--- config.mk ---
export PLATFORM = sky130hd
export DESIGN_NAME = if_id_fetch_buffer
export DESIGN_NICKNAME = d
export VERILOG_FILES = /design/src/rtl/mips_pkg.sv /design/src/rtl/if_id_fetch_buffer_sat_counter.sv /design/src/rtl/if_id_fetch_buffer.sv
export SDC_FILE = /design/constraint.sdc
export NUM_CORES = 1
export LEC_CHECK = 0
export CAP_MARGIN = 10
export CORE_ASPECT_RATIO = 0.5
export CORE_MARGIN = 5
export CORE_UTILIZATION = 47
export CTS_CLUSTER_SIZE = 12
export DETAILED_ROUTE_END_ITERATION = 10
export PLACE_DENSITY = 0.78
export SYNTH_ARGS = -nofsm -noshare
export SYNTH_HDL_FRONTEND = slang
export SYNTH_SLANG_ARGS = --single-unit
--- constraint.sdc ---
create_clock -name CLK -period 10.1 [get_ports CLK]
set_input_delay 2.02 -clock CLK [delete_from_list [all_inputs] [get_ports CLK]]
set_output_delay 2.02 -clock CLK [all_outputs]
set_load 0.005 [all_outputs]
--- src/rtl/mips_pkg.sv ---
// Shared MIPS front-end definitions.
//   NOP_INSTR     : instruction word presented to decode when the buffer is empty
//                   (sll $0,$0,0).
//   PC_INCR       : sequential PC increment.
//   fetch_entry_t : one {pc, instr} pair as captured from the fetch stage.
package mips_pkg;

    localparam logic [31:0] NOP_INSTR = 32'h0000_0000;
    localparam int          PC_INCR   = 4;

    typedef struct packed {
        logic [31:0] pc;
        logic [31:0] instr;
    } fetch_entry_t;

endpackage

--- src/rtl/if_id_fetch_buffer_sat_counter.sv ---
// sat_counter: W-bit up counter that increments on inc and sticks at all-ones.
//   CLK   : clock, rising edge
//   RST   : asynchronous reset, active-low (count -> 0)
//   inc   : increment request this cycle
//   count : current value
module sat_counter #(
    parameter int W = 32
) (
    input  logic         CLK,
    input  logic         RST,
    input  logic         inc,
    output logic [W-1:0] count
);

    always_ff @(posedge CLK or negedge RST) begin
        if (!RST)
            count <= '0;
        else if (inc && (count != {W{1'b1}}))
            count <= count + 1'b1;
    end

endmodule

--- src/rtl/if_id_fetch_buffer.sv ---
// if_id_fetch_buffer: buffered IF/ID stage. Captures {pc, instr} from fetch into a
// DEPTH-entry circular FIFO and presents the head to decode with valid/ready.
// pc_n_en (active-low PC load enable) freezes the PC while the buffer is full.
// flush discards all buffered entries (taken branch/jump).
//
// Ports:
//   CLK, RST              : clock (rising), async active-low reset
//   in_valid/in_pc/in_instr/in_ready : fetch-side handshake
//   pc_n_en               : ~in_ready
//   flush                 : drop all entries, has priority over push/pop
//   out_valid/out_ready/out_pc/out_pc_plus4/out_instr : decode-side handshake
//
// Build option IFID_PERF_CNT_EN adds stall_cycles and flush_count (32-bit,
// saturating, not cleared by flush).
module if_id_fetch_buffer
    import mips_pkg::*;
#(
    parameter int N     = 32,
    parameter int DEPTH = 2,
    parameter int PTR_W = $clog2(DEPTH)
) (
    input  logic         CLK,
    input  logic         RST,
    input  logic         in_valid,
    input  logic [N-1:0] in_pc,
    input  logic [N-1:0] in_instr,
    output logic         in_ready,
    output logic         pc_n_en,
    input  logic         flush,
    output logic         out_valid,
    input  logic         out_ready,
    output logic [N-1:0] out_pc,
    output logic [N-1:0] out_pc_plus4,
    output logic [N-1:0] out_instr
`ifdef IFID_PERF_CNT_EN
    ,
    output logic [31:0]  stall_cycles,
    output logic [31:0]  flush_count
`endif
);

    typedef struct packed {
        logic [N-1:0] pc;
        logic [N-1:0] instr;
    } entry_t;

    entry_t             mem [DEPTH];
    logic [PTR_W-1:0]   wr_ptr, rd_ptr;
    logic [PTR_W:0]     count;
    logic               push, pop;

    // Ready depends on registered state only: no decode -> PC combinational path.
    assign in_ready  = (count != (PTR_W+1)'(DEPTH));
    assign pc_n_en   = ~in_ready;
    assign out_valid = (count != '0);

    assign push = in_valid  & in_ready  & ~flush;
    assign pop  = out_valid & out_ready & ~flush;

    always_ff @(posedge CLK or negedge RST) begin
        if (!RST) begin
            wr_ptr <= '0;
            rd_ptr <= '0;
            count  <= '0;
            for (int i = 0; i < DEPTH; i++)
                mem[i] <= '0;
        end else if (flush) begin
            // Contents are left in place; only the bookkeeping is reset.
            wr_ptr <= '0;
            rd_ptr <= '0;
            count  <= '0;
        end else begin
            if (push) begin
                mem[wr_ptr] <= '{pc: in_pc, instr: in_instr};
                wr_ptr      <= wr_ptr + 1'b1;  // DEPTH is a power of two: natural wrap
            end
            if (pop)
                rd_ptr <= rd_ptr + 1'b1;
            case ({push, pop})
                2'b10:   count <= count + 1'b1;
                2'b01:   count <= count - 1'b1;
                default: count <= count;
            endcase
        end
    end

    // Empty buffer presents a NOP at PC 0 so decode sees a harmless bubble.
    always_comb begin
        out_pc    = '0;
        out_instr = N'(NOP_INSTR);
        if (out_valid) begin
            out_pc    = mem[rd_ptr].pc;
            out_instr = mem[rd_ptr].instr;
        end
    end

    assign out_pc_plus4 = out_pc + N'(PC_INCR);

`ifdef IFID_PERF_CNT_EN
    sat_counter #(.W(32)) u_stall_cnt (
        .CLK   (CLK),
        .RST   (RST),
        .inc   (in_valid & ~in_ready),
        .count (stall_cycles)
    );

    sat_counter #(.W(32)) u_flush_cnt (
        .CLK   (CLK),
        .RST   (RST),
        .inc   (flush),
        .count (flush_count)
    );
`endif

endmodule

# Word level (Yosys, flattened, before mapping)
# Cells that the tools add are included.
# Widths: inputs -> output; s select.
[classes]
n_addsub = 5
mul = 0
div = 0
magnitude_cmp = 3
eq_ne = 3
n_shift = 0
muxes = 14
n_bitwise = 8
reduce_logical = 6
[ops]
columns = ["operator", "n"]
rows = [
  ["$mux 64", 4],
  ["$bwmux 128", 1],
  ["$demux 64 s1", 1],
  ["$mux 32", 2],
  ["$add 32x3->32 const B", 1],
  ["$reduce_bool 2->1", 3],
  ["$and 1x1->1", 4],
  ["$ge 2x2->1 const B", 2],
  ["$mux 1", 4],
  ["$not 1->2", 2],
  ["$pmux 2 s2", 1],
  ["$reduce_bool 3->1", 1],
  ["$add 1x1->1 const B", 2],
  ["$add 2x1->2 const B", 1],
  ["$eq 2x1->1 const B", 1],
  ["$eq 2x2->1 const B", 1],
  ["$lt 2x1->1 const B", 1],
  ["$mux 2", 1],
  ["$ne 2x2->1 const B", 1],
  ["$not 1->1", 2],
  ["$reduce_and 2->1", 1],
  ["$sub 2x1->2 const B", 1],
  ["$logic_and 1x1->1", 1],
]
[totals]
regBits = 132
latch_bits = 0
mem_bits_rw = 0
rom_bits = 0
output_inout_bits = 99
word_cells = 46
memories = 0

# Longest topological paths before layout
[logic_depth]
ltp_word = 6
ltp_mapped = 13

# Worst setup path after synthesis
# No wires, ideal clock.
[synth_timing]
path_kind = "reg-to-output"
from = "reg rd_ptr"
to = "out out_pc_plus4[26]"
arrival_ns = 2.812
required_time_ns = 8.080
slack_ns = 5.268
stages_incl_launch_ff = 14
path_buffers = 5
cell_sequence = "dfrtp_1 -> buf_6 -> buf_6 -> buf_6 -> buf_2 -> buf_2 -> mux2i_1 -> nor2_1 -> ha_1 -> nor3b_2 -> nand4_1 -> nor4_2 -> nand4_1 -> xnor2_1"
[synth_via]
elab_chain_len = 6
[synth_rtl]
columns = ["element", "line_no", "source"]
rows = [
  ["start: declaration", "if_id_fetch_buffer.sv:48", "logic [PTR_W-1:0] wr_ptr, rd_ptr;"],
  ["start signal: assignment", "if_id_fetch_buffer.sv:78", "rd_ptr <= rd_ptr + 1'b1;"],
  ["$not 1->2 (implied by the code)", "if_id_fetch_buffer.sv:92", "out_pc = mem[rd_ptr].pc;"],
  ["$mux 64 (3 in series)", "n/a", ""],
  ["$mux 32", "if_id_fetch_buffer.sv:91", "if (out_valid) begin"],
  ["net out_pc[3]", "if_id_fetch_buffer.sv:32", "output logic [N-1:0] out_pc,"],
  ["$add 32x3->32", "if_id_fetch_buffer.sv:97", "assign out_pc_plus4 = out_pc + N'(PC_INCR);"],
  ["end: declaration", "if_id_fetch_buffer.sv:33", "output logic [N-1:0] out_pc_plus4,"],
]
# The timed path passes the listed nets, and every way through them passes these cells. The select of a mux whose other input is x is not followed.

# Worst setup path after layout
[layout_timing]
from = "reg rd_ptr"
to = "out out_pc_plus4[26]"
[layout_via]
elab_chain_len = 6
[layout_rtl]
columns = ["element", "line_no"]
rows = [
  ["$not 1->2 (implied by the code)", "if_id_fetch_buffer.sv:92"],
  ["$mux 64 (3 in series)", "n/a"],
  ["$mux 32", "if_id_fetch_buffer.sv:91"],
  ["$add 32x3->32", "if_id_fetch_buffer.sv:97"],
]
# Every way passes these cells. The select of a mux whose other input is x is not followed.

==> metrics.yaml <==
run_status: "completed"
synth.ff_latch_count: 132
worstHoldEndpoint: "mem[86]"
clkTransAtPathRegs_ns: 0.06
final_min_period_over_clock_period: 0.598
tritoncts: "yes"
starting_drc_count_in_detailed_routing: 219
setup_tns_ns: 0
syn_avg_cell_area_um2: 12.4
syn_nets: 603
timing.final.crit_period_ns: 6.04
fraction_of_layout_instances_using_a_drive_strength_above_1: 0.254
maximum_level_of_the_cts_h_tree: 4
hold_viol: 0
whs_path_depth: 1
launching_point_of_the_worst_reg2reg_path: "count[0]"
cts-buffers-inserted: 17
worst_r2r_path_depth: 6
antenna_found_initial: 0
die_outline_area_um2: 16700
critPathRequiredTime_ns: 8.08
ctsLongestPathBuffers: 2
nets: 765
synth_seq_area_share: 0.499
netlist.top_cell.by_area: "dfrtp_1"
global_placer_s_final_weighted_congestion: 0.843
layout.filler_cells: 1059
critical_register_to_register_path_endpoint: "mem[2]"
post-place-ws_ns: 4.48
grt_start_max_net_pins: 84
maximum_cell_stage_delay_along_the_critical_path_ns: 0.74
slew-limit-headroom: 0.311
globalRouteOverflowTotal: 0
n_antenna_cell: 0
skew_ns: 0.0105
critPathKind: "register to output port"
detailroute.via_count: 4706
finalSetupViolations: 0
powerDensity_nw_per_um2: 208
netlist.area_leader.share: 0.499
synthDistinctLibCells: 37
first_pass_detailed_route_iteration_total: 7
synth_top_cells_by_area: "dfrtp_1 (50%), mux2_2 (20%), mux2i_1 (9.7%)"
number_of_synthesized_flops_with_an_enable_pin: 0
core_region_area_um2: 13700
yosys_most_used_dff: "dfrtp_1"
gr-usage-all-layers: 0.193
cts_root_buf: "clkbuf_16"
io_buffers: 167
worstSetupEndpointType: "output port"
synth.yosys.warnings: 0
cts_resized: 0
crit_path_top_delay_cell: "dfrtp_4"
clkLatencyLatePin_ns: 0.41
ios: 168
path_max_fanout: 47
maxCapViolCount: 0
max_slew_violation_count: 0
post-cts-setup-buffers: 0
place_hpwl_um: 10800
detail-route-antenna-nets: 0
final_routed_wire_length_divided_by_cell_count_um: 17.4
hold_buffers: 0
start_util: 0.484
vias_in_the_first_global_route: 5081
routed_wirelength_um: 15600
die-height_um: 93.9
rows: 30
fp.dieW_um: 178
worst_slew_pin_slew_ns: 1.03
unrepaired_setup_endpoints_after_global_routing: "false"
critical_path_launch_point_type: "register"
maxClockFrequency_ghz: 0.166
async_flop_share: 1.00
hp-start: "mem[86]"
hold_path_class: "register to register"
cts_sinks: 132
cp_cell_sequence: "buf_4 > mux2i_1 > nor3_2 > nand4_2 > nor4_2 > nand4_1 > xnor2_1 > clkdlybuf4s50_1"
synthesis.area_um2: 6610
post_drt_via_cell_ratio: 5.23
timing.reg2reg.setup_slack_ns: 7.50
timing.critical_path.arrival_ns: 4.02
power.static_leakage_nw: 3.62
syn_inst: 533
fin_ws_ns: 4.06
drc: 0
grt_first_pass_wirelength_um: 25500
area_delta_synth_final_pct: 36.6
ir_worst_vdd_mv: 0.128
[worst max-delay path by stage]
stage            from                to  depth (start not counted)
2_1_floorplan  rd_ptr  out_pc_plus4[26]                         13
3_3_place_gp   rd_ptr  out_pc_plus4[26]                          8
3_5_place_dp   rd_ptr  out_pc_plus4[26]                          8
4_1_cts        rd_ptr  out_pc_plus4[26]                          8
5_1_grt        rd_ptr  out_pc_plus4[26]                          8
6_report       rd_ptr  out_pc_plus4[26]                          8
[report_power, final]
part	switching (W)	internal [W]	leakage [nW]	total, W
combinational	0.000188	0.000283	1.75	0.000471
sequential	0.0000858	0.000677	1.57	0.000763
clock	0.000245	0.000403	0.305	0.000648
total	0.000518	0.00136	3.62	0.00188
[critical path, delay by kind of cell (launching register included)]
family	cells	cell delay [ns]
XOR/XNOR	1	0.17
multiplexers	1	0.32
flip-flops	1	0.74
buffers and inverters	2	1.25
AND/OR/NAND/NOR	4	1.11
[cell usage in the layout (no fill, tap or decap), drive strengths merged, types with 5 or more instances in the layout]
cell type | Yosys | layout
nand2 | 17 | 17
nor4 | 5 | 5
mux2 | 128 | 128
clkdlybuf4s50 | 0 | 166
nand3 | 14 | 14
nor2 | 74 | 74
inv | 4 | 12
nand4 | 8 | 8
xor2 | 11 | 11
nor3 | 8 | 8
xnor2 | 19 | 19
dfrtp | 132 | 132
mux2i | 65 | 65
clkbuf | 6 | 18
buf | 24 | 7
[cells by family after synthesis]
kind of cell	share of synthesized area
multiplexers	0.317
AO/OA/AOI/OAI	0.00927
adder cells (fa/ha/maj)	0.00189
AND/OR/NAND/NOR	0.104
XOR/XNOR	0.0397
buffers and inverters	0.0288
flip-flops	0.499
[per-layer routing]
layer / up-vias / wire length [um] / track usage / share of wire
li1: 2202 / - / - / -
met4: 0 / 205 / 0.0605 / 0.013
met1: 2400 / 6880 / 0.246 / 0.44
met2: 84 / 8000 / 0.334 / 0.51
met5: - / 0 / 0 / 0
met3: 20 / 531 / 0.0374 / 0.034
[sequential cells by signal (all words and copies together) (netlist names)]
| name | count |
|---|---|
| mem | 128 |
| count | 2 |
| rd_ptr | 1 |
| wr_ptr | 1 |
[synthesized netlist by cell type, types with 2 or more instances]
| cell type | instances |
|---|---|
| a211oi_1 | 2 |
| buf_2 | 17 |
| buf_4 | 3 |
| buf_6 | 4 |
| clkbuf_1 | 6 |
| dfrtp_1 | 132 |
| inv_1 | 4 |
| mux2_1 | 11 |
| mux2_2 | 117 |
| mux2i_1 | 64 |
| nand2_1 | 16 |
| nand2b_1 | 2 |
| nand3_1 | 13 |
| nand3b_1 | 3 |
| nand4_1 | 7 |
| nor2_1 | 65 |
| nor2_2 | 9 |
| nor3_1 | 6 |
| nor3_2 | 2 |
| nor4_1 | 2 |
| nor4_4 | 2 |
| o21ai_0 | 3 |
| xnor2_1 | 19 |
| xor2_1 | 11 |
[cell type report]
class / instances / area (um^2) / share of cell area
repair buffers: 173 / 1710 / 0.190
clock inverters: 14 / 188 / 0.0208
inverters: 4 / 15.0 / 0.00166
flip-flops and latches: 132 / 3310 / 0.366
clock buffers: 18 / 439 / 0.0486
multi-input cells: 367 / 3130 / 0.347
well taps: 192 / 240 / 0.0266
[per-stage QoR]
| step | hold WS (ns) | instance area, um^2 | utilization | total power [W] | std cells |
|---|---|---|---|---|---|
| finish | 0.485 | 9040 | 0.661 | 0.00188 | 900 |
| global placement | 0.466 | 8410 | 0.616 | 0.00122 | 868 |
| floorplan | 0.457 | 6610 | - | 0.00103 | 533 |
| detailed placement | 0.474 | 8410 | 0.616 | 0.00124 | 868 |
| global route | 0.507 | 9040 | 0.661 | 0.00198 | 900 |
| CTS | 0.490 | 9040 | 0.661 | 0.00190 | 900 |
(Power assumes the default switching activity.)
